===== src/rtl/l1_cache_pkg.sv =====
// Shared types and block geometry for the direct-mapped L1 cache.
package l1_cache_pkg;

    localparam int unsigned BLOCK_W         = 128;
    localparam int unsigned WORDS_PER_BLOCK = 4;
    localparam int unsigned OFFSET_W        = 2;
    localparam int unsigned WORD_W          = BLOCK_W / WORDS_PER_BLOCK;

    typedef enum logic [1:0] {
        COMPARE   = 2'd0,
        WRITEBACK = 2'd1,
        ALLOCATE  = 2'd2
    } state_t;

endpackage


===== src/rtl/l1_cache_store.sv =====
// Valid/dirty/tag/data arrays: one combinational read port, one synchronous
// write port (single-word write or whole-block fill).
module l1_cache_store
    import l1_cache_pkg::*;
#(
    parameter int unsigned NUM_LINES = 8,
    parameter int unsigned INDEX_W   = 3,
    parameter int unsigned TAG_W     = 25
) (
    input  logic                clk,
    input  logic                rst_n,
    input  logic [INDEX_W-1:0]  rd_index,
    output logic                rd_valid,
    output logic                rd_dirty,
    output logic [TAG_W-1:0]    rd_tag,
    output logic [BLOCK_W-1:0]  rd_data,
    input  logic                word_we,
    input  logic [INDEX_W-1:0]  word_index,
    input  logic [OFFSET_W-1:0] word_offset,
    input  logic [WORD_W-1:0]   word_data,
    input  logic                fill_we,
    input  logic [INDEX_W-1:0]  fill_index,
    input  logic [TAG_W-1:0]    fill_tag,
    input  logic [BLOCK_W-1:0]  fill_data
);

    logic [NUM_LINES-1:0] valid_q;
    logic [NUM_LINES-1:0] dirty_q;
    logic [TAG_W-1:0]     tag_q  [NUM_LINES];
    logic [BLOCK_W-1:0]   data_q [NUM_LINES];

    assign rd_valid = valid_q[rd_index];
    assign rd_dirty = dirty_q[rd_index];
    assign rd_tag   = tag_q[rd_index];
    assign rd_data  = data_q[rd_index];

    // Status bits: a fill makes the line clean, a word write makes it dirty.
    always_ff @(posedge clk or negedge rst_n) begin
        if (!rst_n) begin
            valid_q <= '0;
            dirty_q <= '0;
        end else if (fill_we) begin
            valid_q[fill_index] <= 1'b1;
            dirty_q[fill_index] <= 1'b0;
        end else if (word_we) begin
            dirty_q[word_index] <= 1'b1;
        end
    end

    // Tag and data arrays carry no reset; valid gates every use.
    always_ff @(posedge clk) begin
        if (fill_we) begin
            tag_q[fill_index]  <= fill_tag;
            data_q[fill_index] <= fill_data;
        end else if (word_we) begin
            data_q[word_index][{word_offset, 5'd0} +: WORD_W] <= word_data;
        end
    end

endmodule


===== src/rtl/l1_cache_dm.sv =====
// Direct-mapped, write-back, write-allocate L1 cache: compare/writeback/allocate
// FSM with registered memory-side request signals.
module l1_cache_dm
    import l1_cache_pkg::*;
#(
    parameter int unsigned NUM_LINES = 8,
    parameter int unsigned ADDR_W    = 30
) (
    input  logic                       clk,
    input  logic                       rst_n,
    input  logic                       proc_read,
    input  logic                       proc_write,
    input  logic [ADDR_W-1:0]          proc_addr,
    input  logic [WORD_W-1:0]          proc_wdata,
    output logic                       proc_stall,
    output logic [WORD_W-1:0]          proc_rdata,
    output logic                       mem_read,
    output logic                       mem_write,
    output logic [ADDR_W-OFFSET_W-1:0] mem_addr,
    output logic [BLOCK_W-1:0]         mem_wdata,
    input  logic                       mem_ready,
    input  logic [BLOCK_W-1:0]         mem_rdata
);

    localparam int unsigned INDEX_W = $clog2(NUM_LINES);
    localparam int unsigned BLK_W   = ADDR_W - OFFSET_W;
    localparam int unsigned TAG_W   = BLK_W - INDEX_W;

    state_t               state_q, state_n;
    logic [BLK_W-1:0]     req_blk_q, req_blk_n;
    logic                 mem_read_n, mem_write_n;
    logic [BLK_W-1:0]     mem_addr_n;
    logic [BLOCK_W-1:0]   mem_wdata_n;

    logic                 stall_c;
    logic [WORD_W-1:0]    rdata_c;
    logic                 word_we, fill_we;

    logic [INDEX_W-1:0]   req_index;
    logic [TAG_W-1:0]     req_tag;
    logic [OFFSET_W-1:0]  req_off;
    logic [BLK_W-1:0]     req_blk;
    logic                 req, hit;

    logic                 rd_valid, rd_dirty;
    logic [TAG_W-1:0]     rd_tag;
    logic [BLOCK_W-1:0]   rd_data;

    assign req_off   = proc_addr[OFFSET_W-1:0];
    assign req_index = proc_addr[OFFSET_W +: INDEX_W];
    assign req_tag   = proc_addr[ADDR_W-1 -: TAG_W];
    assign req_blk   = proc_addr[ADDR_W-1:OFFSET_W];
    assign req       = proc_read | proc_write;
    assign hit       = rd_valid & (rd_tag == req_tag);

    l1_cache_store #(
        .NUM_LINES (NUM_LINES),
        .INDEX_W   (INDEX_W),
        .TAG_W     (TAG_W)
    ) u_store (
        .clk         (clk),
        .rst_n       (rst_n),
        .rd_index    (req_index),
        .rd_valid    (rd_valid),
        .rd_dirty    (rd_dirty),
        .rd_tag      (rd_tag),
        .rd_data     (rd_data),
        .word_we     (word_we),
        .word_index  (req_index),
        .word_offset (req_off),
        .word_data   (proc_wdata),
        .fill_we     (fill_we),
        .fill_index  (req_blk_q[INDEX_W-1:0]),
        .fill_tag    (req_blk_q[BLK_W-1 -: TAG_W]),
        .fill_data   (mem_rdata)
    );

    always_ff @(posedge clk or negedge rst_n) begin
        if (!rst_n) begin
            state_q   <= COMPARE;
            req_blk_q <= '0;
            mem_read  <= 1'b0;
            mem_write <= 1'b0;
            mem_addr  <= '0;
            mem_wdata <= '0;
        end else begin
            state_q   <= state_n;
            req_blk_q <= req_blk_n;
            mem_read  <= mem_read_n;
            mem_write <= mem_write_n;
            mem_addr  <= mem_addr_n;
            mem_wdata <= mem_wdata_n;
        end
    end

    always_comb begin
        state_n     = state_q;
        req_blk_n   = req_blk_q;
        mem_read_n  = mem_read;
        mem_write_n = mem_write;
        mem_addr_n  = mem_addr;
        mem_wdata_n = mem_wdata;
        stall_c     = 1'b0;
        rdata_c     = '0;
        word_we     = 1'b0;
        fill_we     = 1'b0;

        unique case (state_q)
            COMPARE: begin
                if (req && hit) begin
                    if (proc_write) begin
                        word_we = 1'b1;
                    end else begin
                        rdata_c = rd_data[{req_off, 5'd0} +: WORD_W];
                    end
                end else if (req) begin
                    // Miss: the memory registers double as the victim latch.
                    stall_c   = 1'b1;
                    req_blk_n = req_blk;
                    if (rd_valid && rd_dirty) begin
                        state_n     = WRITEBACK;
                        mem_write_n = 1'b1;
                        mem_addr_n  = {rd_tag, req_index};
                        mem_wdata_n = rd_data;
                    end else begin
                        state_n    = ALLOCATE;
                        mem_read_n = 1'b1;
                        mem_addr_n = req_blk;
                    end
                end
            end
            WRITEBACK: begin
                stall_c = 1'b1;
                if (mem_ready) begin
                    state_n     = ALLOCATE;
                    mem_write_n = 1'b0;
                    mem_read_n  = 1'b1;
                    mem_addr_n  = req_blk_q;
                end
            end
            ALLOCATE: begin
                stall_c = 1'b1;
                if (mem_ready) begin
                    state_n    = COMPARE;
                    mem_read_n = 1'b0;
                    fill_we    = 1'b1;
                end
            end
            default: begin
                state_n     = COMPARE;
                mem_read_n  = 1'b0;
                mem_write_n = 1'b0;
            end
        endcase
    end

    assign proc_stall = stall_c;
    assign proc_rdata = rdata_c;

endmodule

===== config.mk =====
export PLATFORM = sky130hd
export DESIGN_NAME = l1_cache_dm
export DESIGN_NICKNAME = d
export VERILOG_FILES = /design/src/rtl/l1_cache_pkg.sv /design/src/rtl/l1_cache_store.sv /design/src/rtl/l1_cache_dm.sv
export SDC_FILE = /design/constraint.sdc
export NUM_CORES = 1
export LEC_CHECK = 0
export CAP_MARGIN = 5
export CORE_MARGIN = 5
export CORE_UTILIZATION = 37
export CTS_BUF_LIST = sky130_fd_sc_hd__clkbuf_8
export CTS_CLUSTER_DIAMETER = 60
export CTS_CLUSTER_SIZE = 12
export DETAILED_ROUTE_END_ITERATION = 8
export PLACE_DENSITY = 0.67
export SYNTH_ARGS = -nofsm -noshare
export SYNTH_HDL_FRONTEND = slang
export SYNTH_HIERARCHICAL = 1
export SYNTH_SLANG_ARGS = --single-unit

===== constraint.sdc =====
create_clock -name clk -period 7.1 [get_ports clk]
set_clock_uncertainty 0.2 [all_clocks]
set_input_delay 1.42 -clock clk [delete_from_list [all_inputs] [get_ports clk]]
set_output_delay 1.42 -clock clk [all_outputs]
set_load 0.02 [all_outputs]

==> results by stage <==
Run status:
- The run finished with clean final reports.

Synthesis:
- The area of the mapped netlist is 59,700 um^2.
- The synthesized design contains 1,428 register bits.
- The share of the Yosys chip area taken by registers is 0.701.
- The cell count after synthesis is 2,998.
- During synthesis, Yosys emitted a total of 6 warnings.
- The mean cell area of the mapped netlist is 19.9 um^2.
- Synthesis produced a netlist with a net count of 3,201.
- The number of distinct library cell variants in the gate-level netlist after synthesis is 53.

Floorplan:
- The die covers 170,000 um^2.
- In this run the vertical extent of the chip is 412 um.
- From left edge to right edge, the die measures 412 um.
- The core region is 161,000 um^2.
- The top-level I/O count is roughly 390.
- The initial utilization of the core area, before any placement, comes to 0.372.
- The floorplan has 147 rows.

Critical path:
- Data on the critical path arrives at its endpoint at 5350 ps.
- At the worst endpoint, the required time is 5480 ps.
- The capture instance of the worst register-to-register path is u_store/data_q[3][91]$_DFFE_PP_.
- The source of the worst register-to-register timing path is u_store/tag_q[1][19]$_DFFE_PP_.
- The category of the most critical setup path is input port to output pin.
- STA classifies the critical path startpoint as an input port.
- The setup slack of the most critical reg-to-reg path is 2020 ps.
- The start point of the critical path is proc_addr[3].
- Measured in cells, the most critical reg-to-reg path has a length of 15.
- The highest fanout seen on the critical path is 31.
- In this run the worst setup path terminates at proc_rdata[23].
- The category of the worst setup path capture point is an output pin.

Detailed routing:
- After detailed routing, the number of remaining DRC violations is 0.
- The number of nets still failing antenna checks after routing is 0.
- The number of detailed-routing iterations run before antenna repair is 5.
- Detailed routing placed a total of 16,600 um of wire on met3.
- In this run the top signal layer used is met5.
- The wire length per cell is 30.1 um.
- The met1 wire length is 67,700 um.
- The met2 wire length is about 84,000 um.
- The first routing iteration left 3,412 violations.
- Using the TritonRoute via totals, the vias-per-cell ratio works out to 5.48.
- Across all layers, the routed design uses 31.6k vias.
- The final routed wirelength across all metal layers is 174,000 um.

Final layout:
- Of the cells placed in the final design, the portion with a size suffix greater than 1 is 0.264.
- Leaving out fill and tap cells, the most frequent cells in the layout are 1,224 x sky130_fd_sc_hd__edfxtp_1, 363 x sky130_fd_sc_hd__clkdlybuf4s50_1, 257 x sky130_fd_sc_hd__inv_1.
- The combined flip-flop and latch cell area is 41,900 um^2.
- The most frequent standard cell in the layout excluding fill and tap cells is sky130_fd_sc_hd__edfxtp_1.
- The final net count is 3,695.
- The multi-input combinational cells in the finished layout cover a total of 16,500 um^2.
- The area added between synthesis and finish is 16.7%.
- The number of filler cells placed in the layout is 13.9k.
- The post-route cell area is 69,700 um^2.

Placement:
- The detailed placement HPWL is 112,000 um.
- At the end of routability-driven placement, the weighted congestion stood at 0.860.
- The placed instance area is 67,200 um^2.
- The number of buffers inserted by port buffering is 385.

Power:
- Internal power comes to 0.0133 W.
- The clock power share is 0.261.
- The power density of the placed cells is 264 nW/um^2.
- The share of total power consumed by net switching is 0.275.
- The peak supply drop is 0.000187 V.
- The share of total power dissipated in sequential elements is 0.578.
- The logic gate share of total power is 0.160.
- For this design the static power due to leakage is 23.7 nW.
- The switching component of the power is 0.00506 W.

Min path:
- In this run the most critical hold path is launched from u_store/valid_q[2]$_DFFE_PN0P_.
- The worst min-delay path category is flop to flop.

Clocking:
- The number of buffers created by CTS is 141.
- The CTS tree is yes.
- Once the clock tree was built, the setup fixing pass inserted 0 buffers.
- The deepest level of the CTS H-tree is 4.
- The post-cts resize count is 0.
- The clock latency on the worst-skew pair is 890 ps.
- The maximum number of buffers from clock root to sink is 3.
- The total number of clock tree sinks is about 1.4k.
- CTS placed an instance of sky130_fd_sc_hd__clkbuf_8 at the clock tree root.
- After clock tree synthesis, the clock-pin slew on the worst setup and hold paths is approximately 80 ps.
- Hold repair after CTS inserted 0 buffers.

Global routing:
- The via count of the first global-routing pass is ~32k.
- The residual overflow from global routing is 0.
- The first-pass GRT wire length is 243,000 um.
- The overall routing resource usage is 0.202.
- The largest net degree at the start of global routing is ~130.
- The initial antenna violation count came to 25.

Timing:
- The number of endpoints with negative hold slack in the final report is 0.
- The worst-case headroom to the max-slew limit is 0.280.
- For this run, the top clock speed supported by timing is around 0.14 GHz.
- For the pin with the worst max-slew slack, the measured transition is 1080 ps.
- Hold timing on the final database bottoms out at a slack of approximately 270 ps.
- The part of the cycle the worst path needs is 0.982.
- The final-report setup violation count is 0.
- Setup repair after global routing left no endpoint under its margin.
- The final max-slew violation count is 0.
- The final critical delay including setup and external delays is 6970 ps.

Run:
- The number of max-cap violations is 0.
-- through the flow --
step / utilization / instances / setup slack (ps) / total power (W) / setup TNS, ps
after floorplan: - / 2998 / -1230 / 0.0123 / -236240
after detailed placement: 0.418 / 5509 / 196 / 0.0138 / 0
after global placement: 0.418 / 5509 / 232 / 0.0137 / 0
after global routing: 0.434 / 5764 / 22.0 / 0.0191 / 0
final: 0.434 / 5770 / 126 / 0.0184 / 0
after CTS: 0.434 / 5762 / 187 / 0.0185 / 0
-- cells by family (layout without fill, tap and decap cells) --
group,Yosys count,after routing,synth area share
AO/OA/AOI/OAI,143,143,0.0166
XOR/XNOR,24,24,0.00352
adder cells (fa/ha/maj),8,8,0.00168
buffers and inverters,349,953,0.0315
flip-flops,1428,1428,0.701
multiplexers,803,803,0.226
other,0,8,0
AND/OR/NAND/NOR,243,243,0.0196
-- critical path, stage by stage --
cell	delay (ps)
sky130_fd_sc_hd__buf_8	300
sky130_fd_sc_hd__buf_12	240
sky130_fd_sc_hd__mux4_1	570
sky130_fd_sc_hd__mux2_2	300
sky130_fd_sc_hd__xnor2_1	200
sky130_fd_sc_hd__nand4_1	200
sky130_fd_sc_hd__nor3_1	320
sky130_fd_sc_hd__buf_4	180
sky130_fd_sc_hd__and2_1	140
sky130_fd_sc_hd__nand4b_1	140
sky130_fd_sc_hd__buf_12	230
sky130_fd_sc_hd__buf_4	280
sky130_fd_sc_hd__nor2b_1	430
sky130_fd_sc_hd__buf_4	190
sky130_fd_sc_hd__buf_4	130
-- synthesized netlist by cell type (all sizes together) --
cell     number  area (um^2)
edfxtp     1224        36800
mux4        342         8050
mux2        332         4190
dfrtp       204         5100
inv         175          657
nand2       143          537
mux2i       129         1290
buf          91          916
clkbuf       83          312
a21oi        37          185
nor2b        36          228
a221oi       28          245
o22ai        27          169
o31ai        24          180
xnor2        24          210
nand2b       15         93.8
nor2          9         36.3
ha            8          100
nand4         8         50.1
o21ai         7         35.0
nand3         5         25.0
o41ai         5         43.8
a32o          4         40.0
nand4b        4         35.0
nor3b         4         30.0
or4           4         30.0
a22o          3         26.3
nor4          3         25.0
and2          2         12.5
and3          2         12.5
nor3          2         10.0
or3           2         12.5
or3b          2         17.5
a211o         1         8.76
a211oi        1         7.51
a31oi         1         6.26
and3b         1         8.76
and4          1         8.76
o2111ai       1         8.76
o221ai        1         8.76
o32a          1         10.0
o32ai         1         8.76
o41a          1         11.3
-- flip-flops by register name, summed over array words and instances (netlist names), 2 cells and up --
name / cells
mem_addr: 28
mem_wdata: 128
req_blk_q: 28
state_q: 2
u_store/data_q: 1024
u_store/dirty_q: 8
u_store/tag_q: 200
u_store/valid_q: 8
-- per-layer routing --
metal	vias up	global-route usage
met3	237	0.0537
li1	13000	-
met1	16800	0.265
met5	-	0
met4	10	0.0685
met2	1566	0.327
-- cell type report --
| type | count | area share |
|---|---|---|
| diodes | 8 | 0.000287 |
| clock buffers | 148 | 0.0292 |
| clock inverters | 105 | 0.00716 |
| inverters | 175 | 0.00942 |
| multi-input cells | 1221 | 0.236 |
| flip-flops and latches | 1428 | 0.600 |
| well taps | 2160 | 0.0388 |
| repair buffers | 525 | 0.0787 |
-- how the worst min path moves through the flow --
| stage | endpoint | cells after the start |
|---|---|---|
| after floorplan | u_store/valid_q[4]$_DFFE_PN0P_ | 1 |
| after global placement | u_store/valid_q[4]$_DFFE_PN0P_ | 1 |
| after detailed placement | u_store/valid_q[2]$_DFFE_PN0P_ | 1 |
| after CTS | u_store/valid_q[2]$_DFFE_PN0P_ | 1 |
| after global routing | u_store/valid_q[6]$_DFFE_PN0P_ | 1 |
| final | u_store/valid_q[2]$_DFFE_PN0P_ | 1 |
-- power groups by stage --
stage	combinational, W	clock (W)	sequential (W)
floorplan	0.00150	0	0.0108
global placement	0.00292	0	0.0108
detailed placement	0.00296	0	0.0108
CTS	0.00297	0.00493	0.0106
global route	0.00308	0.00528	0.0107
finish	0.00295	0.00481	0.0106
Power figures use the tool's default switching activity.
